File: src/rtl/ad5621_interface.sv
`default_nettype none
// ============================================================================
// Module   : ad5621_interface
// Purpose  : Write-only SPI master for an AD5621-class 12-bit voltage-output
//            DAC. One 12-bit code plus a 2-bit power-down mode is accepted
//            through a valid/ready handshake and sent as a 16-bit,
//            SYNC_n-framed word {pd_mode, data, 2'b00}, MSB first. SDIN
//            changes with the SCLK rising edge. The DAC samples SDIN on the
//            SCLK falling edge.
// Revision : 1.0 - initial release
// ----------------------------------------------------------------------------
// Ports:
//   clk_i      in   1   system clock, rising edge
//   rst_i      in   1   synchronous active-high reset
//   valid_i    in   1   write request
//   ready_o    out  1   idle; a request is accepted this cycle
//   data_i     in  12   DAC code, MSB first on the wire
//   pd_mode_i  in   2   power-down bits PD1:PD0 (00 = normal)
//   done_o     out  1   one-cycle pulse at the end of frame + SYNC high time
//   sclk_o     out  1   SPI clock, idles high
//   sync_n_o   out  1   active-low frame sync
//   sdin_o     out  1   serial data to the DAC
// ============================================================================
module ad5621_interface #(
   parameter int CLK_FREQ_HZ       = 100_000_000,
   parameter int SCLK_FREQ_HZ      = 25_000_000,
   parameter int SYNC_SETUP_CYCLES = 2,
   parameter int SYNC_HIGH_CYCLES  = 4
) (
   input  logic        clk_i,
   input  logic        rst_i,
   input  logic        valid_i,
   output logic        ready_o,
   input  logic [11:0] data_i,
   input  logic [1:0]  pd_mode_i,
   output logic        done_o,
   output logic        sclk_o,
   output logic        sync_n_o,
   output logic        sdin_o
);

   // ------------------------------------------------------------------------
   // Derived constants
   // ------------------------------------------------------------------------
   localparam int c_clk_div  = CLK_FREQ_HZ / SCLK_FREQ_HZ;
   localparam int c_half     = c_clk_div / 2;
   localparam int c_ph_max_a = (c_half > SYNC_SETUP_CYCLES) ? c_half : SYNC_SETUP_CYCLES;
   localparam int c_ph_max   = (c_ph_max_a > SYNC_HIGH_CYCLES) ? c_ph_max_a : SYNC_HIGH_CYCLES;
   localparam int c_ph_w     = $clog2(c_ph_max + 1);

   // Reload values for the down-counting phase counter (count N-1 .. 0).
   localparam logic [c_ph_w-1:0] c_half_load  = c_ph_w'(c_half - 1);
   localparam logic [c_ph_w-1:0] c_setup_load = c_ph_w'(SYNC_SETUP_CYCLES - 1);
   localparam logic [c_ph_w-1:0] c_gap_load   = c_ph_w'(SYNC_HIGH_CYCLES - 1);
   localparam logic [c_ph_w-1:0] c_ph_one     = c_ph_w'(1);
   localparam logic [c_ph_w-1:0] c_ph_zero    = '0;

   // With a one-cycle gap the first GAP cycle is also the last one.
   localparam logic c_gap_single = (SYNC_HIGH_CYCLES == 1);

   // ------------------------------------------------------------------------
   // Elaboration guards
   // ------------------------------------------------------------------------
   generate
      if (SCLK_FREQ_HZ > 30_000_000) begin : g_err_sclk_fast
         $error("ad5621_interface: SCLK_FREQ_HZ exceeds 30 MHz");
      end
      if (c_clk_div < 2) begin : g_err_div_small
         $error("ad5621_interface: CLK_FREQ_HZ / SCLK_FREQ_HZ must be >= 2");
      end
      if ((c_clk_div % 2) != 0) begin : g_err_div_odd
         $error("ad5621_interface: CLK_FREQ_HZ / SCLK_FREQ_HZ must be even");
      end
      if (SYNC_SETUP_CYCLES < 1) begin : g_err_setup
         $error("ad5621_interface: SYNC_SETUP_CYCLES must be >= 1");
      end
      if (SYNC_HIGH_CYCLES < 1) begin : g_err_high
         $error("ad5621_interface: SYNC_HIGH_CYCLES must be >= 1");
      end
   endgenerate

   // ------------------------------------------------------------------------
   // State machine
   // ------------------------------------------------------------------------
   typedef enum logic [1:0] {
      ST_IDLE  = 2'd0,
      ST_SETUP = 2'd1,
      ST_SHIFT = 2'd2,
      ST_GAP   = 2'd3
   } state_t;

   state_t              r_state;
   logic [c_ph_w-1:0]   r_phase;     // cycles left in current phase, minus one
   logic [3:0]          r_bit_cnt;   // SCLK falling edges issued, modulo 16
   logic                r_bit_term;  // set on the 16th falling edge
   logic [14:0]         r_shift;     // remaining bits; bit 15 goes straight to SDIN
   logic                r_ready;
   logic                r_done;
   logic                r_sclk;
   logic                r_sync_n;
   logic                r_sdin;

   logic [15:0]         w_frame;

   assign w_frame = {pd_mode_i, data_i, 2'b00};

   always_ff @(posedge clk_i) begin
      if (rst_i) begin
         r_state    <= ST_IDLE;
         r_phase    <= c_ph_zero;
         r_bit_cnt  <= 4'd0;
         r_bit_term <= 1'b0;
         r_shift    <= 15'd0;
         r_ready    <= 1'b1;
         r_done     <= 1'b0;
         r_sclk     <= 1'b1;
         r_sync_n   <= 1'b1;
         r_sdin     <= 1'b0;
      end else begin
         case (r_state)
            ST_IDLE: begin
               r_done <= 1'b0;
               if (valid_i) begin
                  // Inputs are captured here; they may change afterwards.
                  r_state    <= ST_SETUP;
                  r_phase    <= c_setup_load;
                  r_bit_cnt  <= 4'd0;
                  r_bit_term <= 1'b0;
                  r_shift    <= w_frame[14:0];
                  r_sdin     <= w_frame[15];
                  r_sync_n   <= 1'b0;
                  r_sclk     <= 1'b1;
                  r_ready    <= 1'b0;
               end
            end

            ST_SETUP: begin
               // SCLK is already high, so SHIFT starts directly with the
               // high half of the first bit period.
               if (r_phase == c_ph_zero) begin
                  r_state <= ST_SHIFT;
                  r_phase <= c_half_load;
               end else begin
                  r_phase <= r_phase - c_ph_one;
               end
            end

            ST_SHIFT: begin
               if (r_phase != c_ph_zero) begin
                  r_phase <= r_phase - c_ph_one;
               end else if (r_sclk) begin
                  // End of high half: falling edge, DAC samples SDIN.
                  r_sclk  <= 1'b0;
                  r_phase <= c_half_load;
                  if (r_bit_cnt == 4'hF) begin
                     r_bit_cnt  <= 4'd0;
                     r_bit_term <= 1'b1;
                  end else begin
                     r_bit_cnt <= r_bit_cnt + 4'd1;
                  end
               end else begin
                  // End of low half: SCLK rises.
                  r_sclk <= 1'b1;
                  if (r_bit_term) begin
                     r_state  <= ST_GAP;
                     r_phase  <= c_gap_load;
                     r_sync_n <= 1'b1;
                     r_sdin   <= 1'b0;
                     r_done   <= c_gap_single;
                  end else begin
                     // Next bit goes out together with the rising edge.
                     r_phase <= c_half_load;
                     r_sdin  <= r_shift[14];
                     r_shift <= {r_shift[13:0], 1'b0};
                  end
               end
            end

            ST_GAP: begin
               if (r_phase == c_ph_zero) begin
                  r_state <= ST_IDLE;
                  r_done  <= 1'b0;
                  r_ready <= 1'b1;
               end else begin
                  r_phase <= r_phase - c_ph_one;
                  r_done  <= (r_phase == c_ph_one);
               end
            end

            default: begin
               r_state  <= ST_IDLE;
               r_ready  <= 1'b1;
               r_done   <= 1'b0;
               r_sclk   <= 1'b1;
               r_sync_n <= 1'b1;
               r_sdin   <= 1'b0;
            end
         endcase
      end
   end

   assign ready_o  = r_ready;
   assign done_o   = r_done;
   assign sclk_o   = r_sclk;
   assign sync_n_o = r_sync_n;
   assign sdin_o   = r_sdin;

endmodule
`default_nettype wire

File: config.mk
export PLATFORM = sky130hd
export DESIGN_NAME = ad5621_interface
export DESIGN_NICKNAME = d
export VERILOG_FILES = /design/src/rtl/ad5621_interface.sv
export SDC_FILE = /design/constraint.sdc
export NUM_CORES = 1
export LEC_CHECK = 0
export BUFFER_PORTS_ARGS = -buffer_cell sky130_fd_sc_hd__buf_2
export CORE_ASPECT_RATIO = 1.5
export CORE_MARGIN = 5
export CORE_UTILIZATION = 40
export DETAILED_ROUTE_END_ITERATION = 16
export SETUP_SLACK_MARGIN = 0.3
export SYNTH_ARGS = -nofsm -noshare
export SYNTH_HDL_FRONTEND = slang
export SYNTH_SLANG_ARGS = --single-unit
File: constraint.sdc
create_clock -name clk_i -period 2 [get_ports clk_i]
set_input_delay 0.1 -clock clk_i [delete_from_list [all_inputs] [get_ports clk_i]]
set_output_delay 0.1 -clock clk_i [all_outputs]
set_load 0.02 [all_outputs]
==> run metrics, run 1 <==
R2R Setup Slk 230 ps; Slowest-stage cell, CP or4b_4; clk_lat worst skew 280 ps; Avg WL per Cell between 15 and 20 um; Distinct cells, synth 40; count of flip-flops with a built-in enable after synthesis 0; Worst Path Max Fanout 6; Cell Chain, Critical Path inv_2, ha_4, or4b_4, a21oi_4, buf_12, buf_12, clkbuf_16, a211oi_2; DR pass1 iterations 4; RSZ-0062 raised after global routing yes; synth warn 0; # hold bufs at CTS 0; WP data required around 2100 ps; cell area after placement between 1500 and 2000 um2; ys async rst share 0%; Finished Cell Area between 1500 and 2000 um2; largest net degree at the start of global routing 29; relative slew slack ~59%; Initial Util roughly two fifths; top cell family by delay on the critical path simple AND/OR/NAND/NOR gates; TritonCTS Buffers 3; Setup TNS 0 ps; Syn Inst Count 167; die extent in y between 80 and 90 um; Final Hold Fails 0; PD cells approximately 1700 nW/um2; synthesized flop and latch total 28; Final WS setup between 200 and 250 ps; actual slew at the worst max-slew pin ~610 ps; Antenna Cells 0; Crit path top cell by count buf_12; first-pass GRT wire length between 6 and 7 mm; num ports 22; Critical Path Start Type register; Multi-input gate area between 900 and 1000 um2; crit path DAT approximately 1900 ps; Main synth FF type dfxtp_1; DR iter-0 viols 33; CP bufs+invs 4; die area 5130 um2; post-route DRC violation count 0; final slew viol count 0; core area approximately 3600 um2; Crit Path Class register to register; Die X 60.2 um; Port Buffers 21; CTS root buf clkbuf_8; worst hold-check path type primary input to register; CTS tree built; initial antenna violation count 0; GRT Util Overall between 10% and 20%; Worst Skew about 10 ps; Reg area 566 um2; vias per cell around 5.7; Worst-path clk slew around 100 ps; FP Rows 27; routed wire length 3.84 mm; DP Worst Slack 186 ps; final RePlAce weighted congestion about 0.90; fin crit period between 1500 and 2000 ps; total grt overflow 0; Lkg Pwr around 0.76 nW; Seq/Total Area, Yosys between 30% and 40%; total number of vias about 1400; Clock Tree Buf Depth 2; Final Net Count 227; final setup fails 0; CP Capture Type register; CTS H-Tree Depth 1; Max-Cap Viols 0; Avg Cell Area, Syn between 9 and 10 um2; maximum VDD drop 992 uV; vias in the first global route about 1400; WHS approximately 50 ps; Fmax ~570 MHz; Fill cells 340; Synthesized Nets about 190; Antenna Violating Nets Remaining 0; outcome completed; layout cells sized above 1 37.8%; final core utilization 54.7%; P&R area growth vs syn 32.0%; Mapped Area between 1500 and 2000 um2; CTS sink count 28; DPL Wire Length ~2.4 mm; critical path's largest stage delay 470 ps; fin crit share between 80% and 90%
## layout make-up
cell class,count,share of cell area (%)
timing repair buffer,39,17.2
multi-input combinational,125,48.1
clock buffer,4,2.76
tap,43,2.70
sequential,28,28.4
inverter,5,0.941
## power breakdown
| part | total (mW) | internal, mW | switching, mW |
|---|---|---|---|
| Sequential | 0.890 | 0.758 | 0.131 |
| Clock | 0.360 | 0.177 | 0.184 |
| Combinational | 2.07 | 1.06 | 1.01 |
## worst paths after layout
| check | start | to | depth (start not counted) |
|---|---|---|---|
| min | data_i[0] | r_shift[2] | 3 |
| max reg2reg | r_phase[1] | r_shift[9] | 8 |
| min reg2reg | r_shift[2] | r_shift[2] | 2 |
| max | r_phase[1] | r_shift[9] | 8 |
## registers in the layout, indices dropped and copies added (netlist names)
name and cells:
r_state 2, r_shift 13, ready_o 1, sdin_o 1
r_bit_term 1, done_o 1, sync_n_o 1, r_phase 3
sclk_o 1, r_bit_cnt 4
## repair_timing
| action | in CTS | in global routing |
|---|---|---|
| endpoints found under the setup margin | 18 | 22 |
| pin swaps | 3 | 6 |
| buffers inserted | 9 | 1 |
| resized for setup | 11 | 12 |
| gates cloned | 2 | 1 |
## Yosys cell counts (all sizes together), types with 3 or more instances
library cell   n  area share (%)
dfxtp         28              37
nor2          24             6.0
mux2i         14             9.3
a211oi        12             8.6
a21oi         10             4.1
nand2         10             2.5
ha             8             6.6
nand3          6             2.0
buf            5             2.2
inv            5             1.2
nor2b          5             2.1
o21ai          5             1.7
clkbuf         4             1.1
nand2b         4             1.7
a31oi          3             1.2
nor3           3            0.99
## metrics by stage
step           cells  power [mW]
6_report         244        3.33
4_1_cts          242        3.14
3_3_place_gp     227        2.24
5_1_grt          244        3.57
2_1_floorplan    167        1.98
3_5_place_dp     227        2.29
## cells in the final DEF (no fill, tap or decap), drive strengths merged
| cell | netlist | layout |
|---|---|---|
| a21oi | 10 | 10 |
| clkbuf | 4 | 5 |
| or3b | 2 | 2 |
| inv | 5 | 5 |
| nor3b | 2 | 2 |
| and2b | 1 | 1 |
| a22oi | 1 | 1 |
| a211oi | 12 | 12 |
| o41ai | 1 | 1 |
| a32o | 1 | 1 |
| nand2 | 10 | 10 |
| a21boi | 1 | 1 |
| nand2b | 4 | 4 |
| o22ai | 1 | 1 |
| nor2 | 24 | 24 |
| o32ai | 1 | 1 |
| o21ai | 5 | 5 |
| a311oi | 1 | 1 |
| mux2i | 14 | 14 |
| buf | 5 | 38 |
| nor3 | 3 | 3 |
| nor2b | 5 | 5 |
| a221o | 1 | 1 |
| a221oi | 1 | 1 |
| ha | 8 | 8 |
| a32oi | 1 | 1 |
| a31oi | 3 | 3 |
| o21bai | 2 | 2 |
| or4b | 2 | 2 |
| dfxtp | 28 | 28 |
| nand3b | 2 | 2 |
| nand3 | 6 | 6 |
## worst register-to-register path: cells and delay by family (launching register included)
kind,cells,cell delay [ps]
adders and majority gates,1,140
AOI/OAI and AO/OA,2,250
buffers and inverters,4,450
and+or+nand+nor,1,470
DFF,1,330
## logic make-up (layout without fill, tap and decap cells)
kind of cell,after synthesis,after routing,synth area share [%]
buffers and inverters,14,48,4.47
flip-flops,28,28,37.1
adder cells (fa/ha/maj),8,8,6.62
multiplexers,14,14,9.27
AND/OR/NAND/NOR,61,61,20.4
AO/OA/AOI/OAI,42,42,22.2
## routing by layer
| metal | GRT usage (%) | routed length, um |
|---|---|---|
| met1 | 16.2 | 1420 |
| met2 | 27.4 | 2070 |
| met3 | 2.28 | 183 |
| met4 | 8.87 | 161 |
| met5 | 0 | 0 |
Power figures use the tool's default switching activity.
==> run 2: changes to the inputs <==
--- a/config.mk
+++ b/config.mk
@@ -10,6 +10,7 @@
 export CORE_MARGIN = 5
 export CORE_UTILIZATION = 40
 export DETAILED_ROUTE_END_ITERATION = 16
+export GPL_TIMING_DRIVEN = 0
 export SETUP_SLACK_MARGIN = 0.3
 export SYNTH_ARGS = -nofsm -noshare
 export SYNTH_HDL_FRONTEND = slang
==> run metrics, run 2 (same netlist as run 1, synthesis figures left out) <==
Antenna Violating Nets Remaining 0; CTS H-Tree Depth 1; RSZ-0062 raised after global routing yes; Reg2Reg Depth 7; critical path's largest stage delay around 470 ps; maximum VDD drop approximately 800 uV; Power, Total ~3.2 mW; post-route DRC violation count 0; die area 5130 um2; DP Worst Slack 47.6 ps; WP data required 2200 ps; Fill cells 347; TritonCTS Buffers 3; Max-Cap Viols 0; Setup TNS 0 ps; Slowest-stage cell, CP or4b_4; GRT Util Overall 15.4%; most used routing layer met2; die extent in y 85.3 um; DR iter-0 viols 19; Worst Path Max Fanout 5; Die X between 60 and 70 um; DR pass1 iterations 4; CP Capture Type register; Crit Path Class register to register; Top Registers r_shift: 13 flops, r_bit_cnt: 4 flops, r_phase: 3 flops; vias per cell about 5.5; Fmax 582 MHz; Clock Tree Buf Depth 2; Port Buffers 20; final RePlAce weighted congestion 0.912; clk_lat worst skew about 280 ps; total number of vias around 1400; Cell Chain, Critical Path inv_2, ha_4, or4b_4, a21oi_4, buf_6, nor2_2, a211oi_2; CTS root buf clkbuf_8; core area 3650 um2; commonest non-fill, non-tap cell in the layout dfxtp_1; DPL Wire Length roughly 2.7 mm; worst hold endpoint r_shift[2]; fin crit share about 86%; GR Layer Usage met1 between 10% and 20%; R2R Setup Slk between 200 and 300 ps; commonest non-fill, non-tap cells in the layout 25 x dfxtp_1, 20 x buf_2, 18 x nor2_1; largest net degree at the start of global routing 16; Worst-path clk slew ~100 ps; Final WS setup between 200 and 300 ps; worst r2r src r_phase[0]; Initial Util between 40% and 50%; layout cells sized above 1 approximately two fifths; initial antenna violation count 0; final core utilization roughly 55%; FF-to-FF End r_shift[3]; FP Rows 27; Final Hold Fails 0; routed wire length 3.79 mm; relative slew slack 57.7%; final slew viol count 0; first-pass GRT wire length 6.21 mm; Critical Path Start Type register; GRT met2 Usage between 20% and 30%; CTS sink count 28; Reg with most FFs r_shift; CTS tree built; PD cells 1590 nW/um2; outcome completed; total grt overflow 0; hold path depth 3; crit path DAT 1920 ps; Worst Hold Launch data_i[0]; CP bufs+invs 2; Antenna Cells 0; worst hold-check path type primary input to register; num ports 22; actual slew at the worst max-slew pin 634 ps; Lkg Pwr approximately 0.76 nW; M3 GR Usage 2.59%; fin crit period between 1500 and 2000 ps; max FFs per register 13; Final Net Count ~230; top cell family by delay on the critical path simple AND/OR/NAND/NOR gates; Worst Skew ~4.4 ps; final setup fails 0; vias in the first global route between 1000 and 1500; Avg WL per Cell 15.2 um; P&R area growth vs syn 32.4%
## run 2: cell types whose count changed in the layout (fill, tap and decap cells not counted), moves of 3 or more
cell	before	now
a21oi_2	0	3
buf_4	10	14
clkbuf_1	0	3
nor2_1	23	18
nor2_2	1	5
## run 2: power by group
group          total (mW)  switching (mW)  internal, mW
clock network       0.357           0.181         0.176
registers           0.888           0.130         0.758
logic                1.95            1.01         0.936
## run 2: worst min-delay path: cells and delay by family
| family | cells | cell delay [ps] |
|---|---|---|
| AO/OA/AOI/OAI | 1 | 50 |
| buffers and inverters | 1 | 100 |
| AND/OR/NAND/NOR | 1 | 60 |
## run 2: metal layers
metal / share of wire, % / routed length [um] / vias to the layer above
li1: - / - / 681
met1: 39 / 1460 / 671
met2: 57 / 2180 / 24
met3: 2.9 / 111 / 4
met4: 1.0 / 38 / 0
met5: 0 / 0 / -
## run 2: worst max path at each step
| stage | start | cells past startpoint | slack (ps) | to |
|---|---|---|---|---|
| after CTS | r_phase[0] | 7 | 280 | r_shift[10] |
| after detailed placement | r_state[0] | 7 | 50 | r_shift[2] |
| final | r_phase[0] | 7 | 280 | r_shift[3] |
| after global routing | r_phase[0] | 7 | 200 | sdin_o |
| after global placement | r_state[0] | 7 | 80 | r_shift[2] |
| after floorplan | r_phase[0] | 7 | 310 | r_shift[10] |
## run 2: stage by stage
stage	hold WS, ps	std cells	cell area (um2)
floorplan	236	167	1530
global placement	348	230	1680
detailed placement	359	230	1680
CTS	60.3	247	1920
global route	84.1	249	2000
finish	66.3	249	2000
## run 2: repair_timing
| item | CTS | global route |
|---|---|---|
| setup endpoints to repair | 24 | 19 |
| pin swaps | 13 | 8 |
| cloned | 1 | 0 |
| resized for setup | 23 | 16 |
| setup buffers | 12 | 2 |
| hold buffers | 0 | 0 |
## run 2: layout make-up
type                            count  area, um2  area share [%]
Buffer                              9       71.3            3.56
Clock buffer                        4       55.1            2.75
Inverter                            5       18.8           0.938
Multi-Input combinational cell    125       1000            50.2
Sequential cell                    28        564            28.2
Tap cell                           43       53.8            2.69
Timing Repair Buffer               35        233            11.6
